--- src/rtl/prio_arb4.sv ---
// prio_arb4: four-requester priority arbiter with round-robin tie-break and
// bounded grant tenure.
//
// Parameters
//   HOLD_MAX  maximum consecutive grant cycles per tenure (2..16)
//
// Ports
//   clk          rising-edge clock
//   rst_n        asynchronous active-low reset
//   req[3:0]     request lines, bit i belongs to requester i
//   prio0..prio3 unsigned priority per requester, larger wins
//   gnt[3:0]     registered grant, one-hot or zero
//   gnt_idx[1:0] registered index of the granted requester (holds when gnt is 0)
//   busy         registered, high whenever the arbiter is not idle
//
// Sequence: IDLE arbitrates on the first edge that sees any request, GRANT
// holds the winner until its request drops or the tenure limit is reached,
// RELEASE inserts one dead cycle before the next arbitration.

module prio_arb4 #(
    parameter int unsigned HOLD_MAX = 8
) (
    input  logic       clk,
    input  logic       rst_n,
    input  logic [3:0] req,
    input  logic [2:0] prio0,
    input  logic [2:0] prio1,
    input  logic [2:0] prio2,
    input  logic [2:0] prio3,
    output logic [3:0] gnt,
    output logic [1:0] gnt_idx,
    output logic       busy
);

    localparam int unsigned NUM_REQ   = 4;
    localparam int unsigned PRIO_W    = 3;
    localparam int unsigned IDX_W     = 2;
    localparam int unsigned CNT_W     = 4;
    localparam logic [CNT_W-1:0] HOLD_LAST = CNT_W'(HOLD_MAX - 1);

    typedef enum logic [1:0] {
        IDLE    = 2'd0,
        GRANT   = 2'd1,
        RELEASE = 2'd2
    } state_t;

    state_t             state;
    logic [IDX_W-1:0]   rr_ptr;
    logic [CNT_W-1:0]   hold_cnt;

    logic [PRIO_W-1:0]  prio_vec [NUM_REQ];
    logic [IDX_W-1:0]   win_idx;
    logic               win_found;
    logic [PRIO_W-1:0]  win_prio;
    logic               tenure_end;

    assign prio_vec[0] = prio0;
    assign prio_vec[1] = prio1;
    assign prio_vec[2] = prio2;
    assign prio_vec[3] = prio3;

    // Winner select: scan upward from rr_ptr; strict '>' keeps the first
    // tied requester in scan order, which gives the round-robin tie-break.
    always_comb begin : winner_pick
        logic [IDX_W-1:0] cand;
        cand      = '0;
        win_idx   = rr_ptr;
        win_found = 1'b0;
        win_prio  = '0;
        for (int k = 0; k < NUM_REQ; k++) begin
            cand = rr_ptr + IDX_W'(k);
            if (req[cand] && (!win_found || (prio_vec[cand] > win_prio))) begin
                win_found = 1'b1;
                win_prio  = prio_vec[cand];
                win_idx   = cand;
            end
        end
    end

    // Tenure ends when the holder lets go or the hold limit is reached.
    assign tenure_end = !req[gnt_idx] || (hold_cnt == HOLD_LAST);

    // Arbiter FSM with registered outputs.
    always_ff @(posedge clk or negedge rst_n) begin
        if (!rst_n) begin
            state    <= IDLE;
            gnt      <= '0;
            gnt_idx  <= '0;
            busy     <= 1'b0;
            rr_ptr   <= '0;
            hold_cnt <= '0;
        end else begin
            case (state)
                IDLE: begin
                    if (win_found) begin
                        gnt      <= NUM_REQ'(1) << win_idx;
                        gnt_idx  <= win_idx;
                        rr_ptr   <= win_idx + IDX_W'(1);
                        hold_cnt <= '0;
                        busy     <= 1'b1;
                        state    <= GRANT;
                    end else begin
                        gnt  <= '0;
                        busy <= 1'b0;
                    end
                end
                GRANT: begin
                    if (tenure_end) begin
                        gnt   <= '0;
                        busy  <= 1'b1;
                        state <= RELEASE;
                    end else begin
                        hold_cnt <= hold_cnt + CNT_W'(1);
                    end
                end
                RELEASE: begin
                    gnt   <= '0;
                    busy  <= 1'b0;
                    state <= IDLE;
                end
                default: begin
                    gnt   <= '0;
                    busy  <= 1'b0;
                    state <= IDLE;
                end
            endcase
        end
    end

endmodule

--- config.mk ---
export PLATFORM = sky130hd
export DESIGN_NAME = prio_arb4
export DESIGN_NICKNAME = d
export VERILOG_FILES = /design/src/rtl/prio_arb4.sv
export SDC_FILE = /design/constraint.sdc
export NUM_CORES = 1
export LEC_CHECK = 0
export CAP_MARGIN = 20
export CORE_AREA = 2 2 71 73
export DETAILED_ROUTE_END_ITERATION = 10
export DIE_AREA = 0 0 73 75
export GPL_TIMING_DRIVEN = 0
export SETUP_SLACK_MARGIN = 0.5
export SKIP_CTS_REPAIR_TIMING = 1
export SLEW_MARGIN = 20
export SYNTH_ARGS = -nofsm -noshare
export SYNTH_HDL_FRONTEND = slang
export SYNTH_SLANG_ARGS = --single-unit
--- constraint.sdc ---
create_clock -name clk -period 8.5 [get_ports clk]
set_input_delay 0.85 -clock clk [delete_from_list [all_inputs] [get_ports clk]]
set_output_delay 0.85 -clock clk [all_outputs]
set_load 0.02 [all_outputs]
### After elaboration in Yosys (flattened, before gate mapping)

Cells that the tools add are included.
W data, S select, Z words.

* register bits after elaboration: 15
* word-level logic and storage cells: 93

* add/subtract/negate cells: 5
* order comparisons: 12
* eq/ne operators: 5
* shift operators: 1
* multiplexer cells: 44
* bitwise gates (word level): 4
* reduce and logical (&&, ||, !) cells: 16

Operator list (number)
* $mux W3: 11
* $bmux W3 S2: 4
* $mux W4: 4
* $pmux W4 S2: 2
* $lt A2 B3 Y1 const B: 5
* $ge A3 B3 Y1 const B: 4
* $not A2 Y3: 4
* $mux W1: 11
* $bmux W1 S2: 5
* $mux W2: 5
* $gt A3 B3 Y1: 3
* $ne A2 B2 Y1 const B: 3
* $add A2 B1 Y2 const B: 2
* $add A2 B2 Y2 const B: 2
* $add A4 B1 Y4 const B: 1
* $eq A4 B3 Y1 const B: 1
* $logic_not A1 Y1: 4
* $logic_or A1 B1 Y1: 4
* $pmux W2 S2: 1
* $reduce_and A2 Y1: 2
* $shl A1 B2 Y4 const A: 1
* $logic_and A1 B1 Y1: 3
* $reduce_and A3 Y1: 1
* $eq A2 B1 Y1 const B: 1
* other kinds (3): 3

### Longest topological paths before layout

Gate-level depths: netlist of the first run.

* depth after elaboration: 20
* depth in mapped cells: 29
* gate-level depth less buffers: 27

### Worst setup path before layout of the first run

No wires, ideal clock.

* path type: input -> register
* from: in req[1]
* to: reg rr_ptr[1]
* library setup time: 0.127 ns
* arrival time: 5.257 ns
* setup slack: 3.117 ns
* stages on the path: 25
* buffers on the path: 0
* path through: mux2_1 -> mux2_2 -> nor2b_1 -> ha_1 -> a31oi_1 -> nand2_1 -> o21a_1 -> a22oi_1 -> ha_1 -> nor2b_1 -> o21ai_0 -> a21oi_1 -> o21bai_1 -> nor2_1 -> a21o_1 -> ha_1 -> nor2b_1 -> o21ai_1 -> a32oi_1 -> o21a_1 -> nor4_1 -> a211o_1 -> ha_1 -> nand2_1 -> o21ai_1

* longest elaborated chain between the ends: 16
* elaborated cells on any way between the ends: 32
* classes of those cells: add/sub (1); order compare (3); mux (18); reduce/logical (10)

RTL lines
* from (decl): RTL line 25 `input logic [3:0] req,`
* $bmux W1 S2: RTL line 72 `if (req[cand] && (!win_found || (prio_vec[cand] > win_prio))) begin`
* $mux W1 (implied by the code): RTL line 72
* $mux W3 or $mux W1 (tied branches): RTL line 72
* $gt A3 B3 Y1 or $logic_not A1 Y1 (tied branches): RTL line 72
* $logic_or A1 B1 Y1: RTL line 72
* $logic_and A1 B1 Y1: RTL line 72
* $mux W3 or $mux W1 (tied branches): RTL line 72
* $gt A3 B3 Y1 or $logic_not A1 Y1 (tied branches): RTL line 72
* $logic_or A1 B1 Y1: RTL line 72
* $logic_and A1 B1 Y1: RTL line 72
* $mux W3 or $mux W1 (tied branches): RTL line 72
* $gt A3 B3 Y1 or $logic_not A1 Y1 (tied branches): RTL line 72
* $logic_or A1 B1 Y1: RTL line 72
* $logic_and A1 B1 Y1: RTL line 72
* $mux W2 *: RTL line 72
* via win_idx[1]: RTL line 52 `logic [IDX_W-1:0] win_idx;`
* $add A2 B1 Y2 *: RTL line 98 `rr_ptr <= win_idx + IDX_W'(1);`
* to (signal assigned): RTL line 98
* to (decl): RTL line 48 `logic [IDX_W-1:0] rr_ptr;`

The timed path passes the listed nets; every way through them passes the cells marked *. The select of a mux whose other input is x is not followed.
A chain may end at the register's enable or synchronous reset.

### Worst setup path in the final report of the first run

* from: in req[3]
* to: reg rr_ptr[1]

The elaborated chain is that of the path after synthesis.

==> results.yml, run 1 <==
worst_setup_path:
  critical_path_buf_inv_count: 1
  critPathMaxFanout: 7
  end_kind: "flop"
  crit-reg2reg-launch: "rr_ptr[0]$_DFFE_PN0P_"
  rr_worst_depth: 26
  r2r_slack_ps: 2640
  arrival_ps: 6420
  cp_top_family: "compound AO/OA/AOI/OAI gates"
  required_ps: 8620
  reg2reg_to: "rr_ptr[1]$_DFFE_PN0P_"
  startpoint_type: "primary input"
  critPathKind: "in2reg"
  cp_common_cell: "ha_1"
  max_stage_delay_ps: 520
  crit_path_top_delay_cell: "clkdlybuf4s50_1"
sta:
  tns_ps: 0
  grt_setup_unrepaired: "no"
  fmax_mhz: 159
  worstMarginPinSlew_ps: 658
  fin_crit_ps: 6300
  hold_violations: 0
  fin_worst_skew_ps: 3.93
  slew_headroom: 0.560
  maxSlewViolCount: 0
  setup_viol_count_final: 0
  whs_ps: 507
  layout_worst_path_cycle_share: 0.741
logic_synthesis:
  yosys-top-cells-area: "dfrtp_1, mux4_2, ha_1"
  synth_flop_cell: "dfrtp_1"
  synth_cells: 163
  ys_seq_area_frac: 0.234
  ys_warn_count: 0
  yosysMostFrequentCell: "dfrtp_1"
  syn_area_per_cell_sq_um: 9.86
  syn-num-nets: 195
  synth_area_sq_um: 1610
  synth_seq_cells: 15
  synth_cell_type_count: 49
  synth.cells.most_frequent: "dfrtp_1, ha_1, nand2_1"
  yosysTopAreaCell: "dfrtp_1"
  synthDominantCellAreaShare: 0.234
  synth_edf_count: 0
  async_flop_share: 1.00
die:
  initial_core_util: 0.345
  rows: 25
  die-height_um: 75
  dieArea_sq_um: 5480
  die_w_um: 73
  core_sq_um: 4660
  io_pins: 25
cells_and_area:
  final_util: 0.421
  area_growth_pct: 22.0
  drive_gt1_frac: 0.136
  n_antenna_cell: 0
  nets: 224
global_route:
  track_usage: 0.134
  grt_pass1_wl_um: 5940
  antenna_found_initial: 0
  grt_max_degree: 16
  gr-total-overflow: 0
  grt_pass1_vias: 1298
detailed_routing:
  wl_per_cell_um: 13.8
  vias: 1368
  remaining_drc_errors: 0
  drt_iter0_drc: 54
  dr.pass1.iters: 4
  postRouteAntennaNets: 0
  vias_per_cell: 5.58
  wl_um: 3370
placement:
  gp_congestion: 0.847
  io_buffers: 24
  dp_hpwl_um: 2680
worst_hold_path:
  holdCritStartpoint: "busy$_DFFE_PN0P_"
  worstHoldPathType: "reg2reg"
  min_to: "busy$_DFFE_PN0P_"
  hold_depth: 1
job:
  drv_cap: 0
clock_network:
  clk_pin_slew_ps: 60
  htreeDepth: 1
  clk_latency_ps: 240
  cts-root-buf: "clkbuf_8"
  clk_path_buf_depth: 2
  cts_sinks: 15
  cts_tree: "built"
  numCtsBuffers: 3
status:
  status: "finished clean"
-- cell type report --
type                            instances  area, sq um
Tap cell                               54         67.6
Buffer                                  7         45.0
Inverter                               10         37.5
Clock inverter                          1         5.00
Multi-Input combinational cell        131         1150
Sequential cell                        15          375
Timing Repair Buffer                   24          240
Fill cell                             469         2700
Clock buffer                            3         41.3
-- layer usage --
metal	track usage	wire, um	share of wire
met1	0.186	1660	0.49
met2	0.229	1590	0.47
met3	0.0214	128	0.038
met4	0.0123	0	0
met5	0	0	0
-- worst register-to-register path, delay by kind of cell, from the launching register on --
kind                     cells  cell delay [ps]
AND/OR/NAND/NOR              6              880
buffers and inverters        3              650
multiplexers                 1              380
flip-flops                   1              310
adder cells (fa/ha/maj)      4             1140
AO/OA/AOI/OAI               12             2370
-- placed cells by master (no fill, tap or decap), types with 2 or more instances in the layout --
master           instances
a22oi_1                  2
xnor2_1                  3
o21a_1                   4
o211ai_1                 2
a211oi_1                 2
buf_6                    2
nor2_1                  12
clkbuf_8                 3
o21ai_2                  2
a21oi_1                  2
o21ai_0                  5
xor2_1                   2
clkdlybuf4s50_1         24
inv_1                    9
mux2i_1                  5
a211o_1                  3
mux4_2                   8
ha_1                    14
clkbuf_1                 2
mux2_1                   3
mux2_2                   2
buf_2                    3
nor3_1                   2
nand3_1                  3
nor2b_1                  6
a21o_1                   3
dfrtp_1                 15
mux4_1                   3
nand2_1                 14
a22o_1                   5
o21ai_1                  5
-- how the worst max path moves through the flow --
stage,from,to,slack (ps),cells after the start
after floorplan,req[1],rr_ptr[1]$_DFFE_PN0P_,3120,25
after global placement,req[3],rr_ptr[1]$_DFFE_PN0P_,2030,26
after detailed placement,req[3],rr_ptr[1]$_DFFE_PN0P_,2000,26
after CTS,req[3],rr_ptr[1]$_DFFE_PN0P_,2210,26
after global routing,req[3],rr_ptr[1]$_DFFE_PN0P_,1630,26
final,req[3],rr_ptr[1]$_DFFE_PN0P_,2200,26
-- per-stage QoR --
stage | worst slack, ps | instances | cell area, sq um
2_1_floorplan | 3120 | 163 | 1610
3_3_place_gp | 2030 | 241 | 1910
3_5_place_dp | 2000 | 241 | 1910
4_1_cts | 2210 | 245 | 1960
5_1_grt | 1630 | 245 | 1960
6_report | 2200 | 245 | 1960
-- flip-flops by register name, summed over array words and instances (netlist names) --
name	cells
gnt_idx	2
state	2
rr_ptr	2
busy	1
hold_cnt	4
gnt	4
-- cell families after synthesis --
kind of cell,count (synthesis),share of synthesized area
simple gates,45,0.139
xor+xnor,5,0.0273
flops,15,0.234
buf+inv,17,0.0514
mux,21,0.227
fa+ha+maj,14,0.109
compound gates,46,0.212
Power of run 1 is left out: the tool's default activity adds up to more than one toggle a clock period on the data nets, which glitch-free logic cannot reach.
==> run 2: changes to the inputs <==
==> constraint.sdc (replaced) <==
create_clock -name clk -period 6 [get_ports clk]
set_input_delay 0.6 -clock clk [delete_from_list [all_inputs] [get_ports clk]]
set_output_delay 0.6 -clock clk [all_outputs]
set_load 0.02 [all_outputs]
==> run 2 against run 1 <==
Net effect: sequential cell count unchanged; sequential share of layout area decreased by 2.3 points; cell count is 4.1% higher; die area stayed put; first-iteration DRC count fell by 28%; hold slack is essentially flat; critical path type unchanged.
==> results.yml, run 2 (synthesis gave the netlist of run 1 again) <==
status:
  status: "finished clean"
clock_network:
  clk_pin_slew_ps: 60
  clk_latency_ps: 240
  clk_path_buf_depth: 2
  cts_tree: "built"
  htreeDepth: 1
  cts-root-buf: "clkbuf_8"
  cts_sinks: 15
  numCtsBuffers: 3
global_route:
  grt_pass1_wl_um: 5940
  grtUsageMet2: 0.229
  gr-total-overflow: 0
  grt_pass1_vias: 1298
  grt_max_degree: 16
  grtUsageMet1: 0.186
  grtUsageMet3: 0.0214
  busiest_layer: "met2"
  track_usage: 0.134
  antenna_found_initial: 0
cells_and_area:
  area_growth_pct: 38.7
  largest_registers: "gnt x4, hold_cnt x4"
  n_antenna_cell: 0
  layout_common_cells: "dfrtp_1, dlymetal6s2s_1, nand2_1"
  drive_gt1_frac: 0.318
  final_util: 0.478
  postLayoutCellArea_sq_um: 2230
  nets: 234
  final_common_cell: "dfrtp_1"
sta:
  whs_ps: 508
  setup_viol_count_final: 0
  tns_ps: 0
  layout_worst_path_cycle_share: 0.879
  slew_headroom: 0.559
  worstMarginPinSlew_ps: 659
  fin_crit_ps: 5280
  fin_worst_skew_ps: 2.48
  fmax_mhz: 190
  hold_violations: 0
  maxSlewViolCount: 0
  grt_setup_unrepaired: "yes"
placement:
  io_buffers: 24
  place_area_sq_um: 1910
  gp_congestion: 0.847
  dp_hpwl_um: 2680
die:
  rows: 25
  dieArea_sq_um: 5480
  die-height_um: 75
  initial_core_util: 0.345
  die_w_um: 73
  core_sq_um: 4660
  io_pins: 25
worst_setup_path:
  end_kind: "flop"
  critPathMaxFanout: 6
  startpoint_type: "primary input"
  required_ps: 6120
  arrival_ps: 5390
  critPathKind: "in2reg"
detailed_routing:
  postRouteAntennaNets: 0
  dr.pass1.iters: 4
  wl_um: 3640
  vias_per_cell: 5.42
  vias: 1382
  remaining_drc_errors: 0
  wl_per_cell_um: 14.3
  drt_iter0_drc: 39
worst_hold_path:
  worstHoldPathType: "reg2reg"
job:
  drv_cap: 0
run 2: worst max-delay path, cell delays in order:
cell and delay, ps:
dlymetal6s2s_1 170, mux2_4 290, mux2_4 290, nor2b_1 140
ha_1 320, a31oi_4 220, nand2_2 70, o21a_1 210
a22oi_2 220, ha_1 270, nor2b_1 130, o21ai_1 190
a21oi_2 100, o21bai_2 210, nor2_1 60, a21o_1 180
ha_4 270, nor2b_4 130, o21ai_2 60, a32oi_2 220
o21a_2 240, nor4_4 60, a211o_1 310, ha_1 300
nand2_1 60, o21ai_1 60
run 2: through the flow:
stage                     instances  worst slack, ps
after floorplan                 163              867
after global placement          241             -224
after detailed placement        241             -253
after CTS                       245            -40.9
after global routing            255              450
final                           255              724
run 2: area by class of cell:
cell class,instances,area (sq um)
clock inverters,1,5.00
fillers,438,2430
well taps,54,67.6
clock buffers,3,41.3
plain buffers,7,62.6
flip-flops and latches,15,375
inverters,10,37.5
repair buffers,34,343
multi-input cells,131,1300
run 2: worst paths after layout:
kind | start | end | slack, ps | cells past startpoint
max reg2reg | rr_ptr[0]$_DFFE_PN0P_ | rr_ptr[1]$_DFFE_PN0P_ | 730 | 26
min reg2reg | busy$_DFFE_PN0P_ | busy$_DFFE_PN0P_ | 510 | 1
max in group asynchronous | rst_n | hold_cnt[0]$_DFFE_PN0P_ | 4820 | 1
min | busy$_DFFE_PN0P_ | busy$_DFFE_PN0P_ | 510 | 1
min in group asynchronous | rst_n | rr_ptr[0]$_DFFE_PN0P_ | 760 | 1
max | req[1] | rr_ptr[1]$_DFFE_PN0P_ | 720 | 26
run 2: metal layers:
metal / part of all wire / wire [um] / vias to the layer above
li1: - / - / 697
met1: 0.49 / 1780 / 666
met2: 0.49 / 1790 / 19
met3: 0.021 / 75 / 0
met4: 0 / 0 / 0
met5: 0 / 0 / -
Power of run 2 is left out for the same reason.
==> run 3: changes to the inputs <==
--- a/config.mk
+++ b/config.mk
@@ -6,10 +6,12 @@
 export NUM_CORES = 1
 export LEC_CHECK = 0
 export CAP_MARGIN = 20
-export CORE_AREA = 2 2 71 73
+export CORE_AREA = 2 2 62 64
 export DETAILED_ROUTE_END_ITERATION = 10
-export DIE_AREA = 0 0 73 75
+export DIE_AREA = 0 0 64 66
 export GPL_TIMING_DRIVEN = 0
+export MAX_ROUTING_LAYER = met4
+export PLACE_DENSITY = 0.77
 export SETUP_SLACK_MARGIN = 0.5
 export SKIP_CTS_REPAIR_TIMING = 1
 export SLEW_MARGIN = 20
==> run 3 against run 2 <==
Net effect: largest cell class unchanged; register-to-register slack lost 80 ps; die area shrank 23%; clock skew grew 4.9 ps.
==> results.yml, run 3 (synthesis gave the netlist of run 1 again) <==
worst_setup_path:
  cp_top_family: "compound AO/OA/AOI/OAI gates"
  startpoint_type: "flop"
  required_ps: 6170
  reg2reg_to: "rr_ptr[1]$_DFFE_PN0P_"
  rr_worst_depth: 26
  cp_common_cell: "ha_1"
  critPathMaxFanout: 6
  crit_path_top_delay_cell: "dfrtp_1"
  r2r_slack_ps: 650
  worstSetupStartpoint: "rr_ptr[0]$_DFFE_PN0P_"
  end_kind: "flop"
  arrival_ps: 5520
  critical_path_buf_inv_count: 1
  critPathKind: "reg2reg"
  max_stage_delay_ps: 380
  crit-reg2reg-launch: "rr_ptr[0]$_DFFE_PN0P_"
detailed_routing:
  vias: 1469
  postRouteAntennaNets: 0
  vias_per_cell: 5.95
  drt_iter0_drc: 85
  wl_per_cell_um: 15.4
  wl_um: 3800
  remaining_drc_errors: 0
  dr.pass1.iters: 4
sta:
  hold_violations: 0
  slew_headroom: 0.582
  layout_setup_ws_ps: 649
  fmax_mhz: 187
  maxSlewViolCount: 0
  tns_ps: 0
  layout_worst_path_cycle_share: 0.892
  fin_worst_skew_ps: 7.39
  fin_crit_ps: 5350
  grt_setup_unrepaired: "no"
  setup_viol_count_final: 0
  worstMarginPinSlew_ps: 624
cells_and_area:
  drive_gt1_frac: 0.302
  n_antenna_cell: 0
  postLayoutCellArea_sq_um: 2190
  ff_latch_area_sq_um: 375
  layout_common_cells: "dfrtp_1, clkdlybuf4s50_1, dlymetal6s2s_1"
  nets: 232
  final_common_cell: "dfrtp_1"
  nFillCells: 284
  largest_registers: "gnt x4, hold_cnt x4"
  area_growth_pct: 36.2
  multi_input_area_sq_um: 1290
  final_util: 0.616
placement:
  dp_hpwl_um: 2590
  place_area_sq_um: 1910
  dpl_worst_slack_ps: -202
  io_buffers: 24
  gp_congestion: 0.911
die:
  initial_core_util: 0.452
  die-height_um: 66
  die_w_um: 64
  io_pins: 25
  dieArea_sq_um: 4220
  rows: 22
  core_sq_um: 3550
worst_hold_path:
  worstHoldPathType: "reg2reg"
  holdCritStartpoint: "busy$_DFFE_PN0P_"
  hold_depth: 1
  min_to: "busy$_DFFE_PN0P_"
clock_network:
  htreeDepth: 1
  cts_sinks: 15
  clk_latency_ps: 290
  cts_tree: "built"
  cts-root-buf: "clkbuf_4"
  clk_path_buf_depth: 2
  numCtsBuffers: 3
  clk_pin_slew_ps: 80
global_route:
  track_usage: 0.174
  grt_pass1_wl_um: 5690
  antenna_found_initial: 0
  gr-total-overflow: 0
  grt_pass1_vias: 1261
  grt_max_degree: 16
job:
  drv_cap: 0
status:
  status: "finished clean"
run 3: cell count changes in the layout (fill, tap and decap cells not counted), sizes merged:
cell | before | now
clkbuf | 8 | 5
clkdlybuf4s50 | 9 | 12
buf | 15 | 13
run 3: layer usage:
| layer | vias up | global-route usage | routed length (um) |
|---|---|---|---|
| met2 | 44 | 0.296 | 1950 |
| met3 | 5 | 0.0290 | 200 |
| met1 | 727 | 0.218 | 1620 |
| li1 | 693 | - | - |
| met4 | 0 | 0.0408 | 36 |
| met5 | - | - | 0 |
run 3: how the worst max path moves through the flow:
| stage | endpoint | depth (start not counted) | slack, ps |
|---|---|---|---|
| 2_1_floorplan | rr_ptr[1]$_DFFE_PN0P_ | 25 | 870 |
| 3_3_place_gp | rr_ptr[1]$_DFFE_PN0P_ | 26 | -140 |
| 3_5_place_dp | rr_ptr[1]$_DFFE_PN0P_ | 26 | -200 |
| 4_1_cts | rr_ptr[1]$_DFFE_PN0P_ | 26 | 60 |
| 5_1_grt | rr_ptr[1]$_DFFE_PN0P_ | 27 | 390 |
| 6_report | rr_ptr[1]$_DFFE_PN0P_ | 26 | 650 |
run 3: final cells by class:
type                       instances  area share
buffer                             7      0.0286
clock buffer                       3      0.0103
clock inverter                     1     0.00229
inverter                          10      0.0172
multi-input combinational        131       0.590
sequential                        15       0.172
tap                               48      0.0274
timing repair buffer              32       0.153
run 3: through the flow:
step,std cells,hold slack (ps)
finish,247,519
global route,247,537
CTS,239,523
detailed placement,235,504
global placement,235,496
floorplan,163,304
Power of run 3 is left out for the same reason.
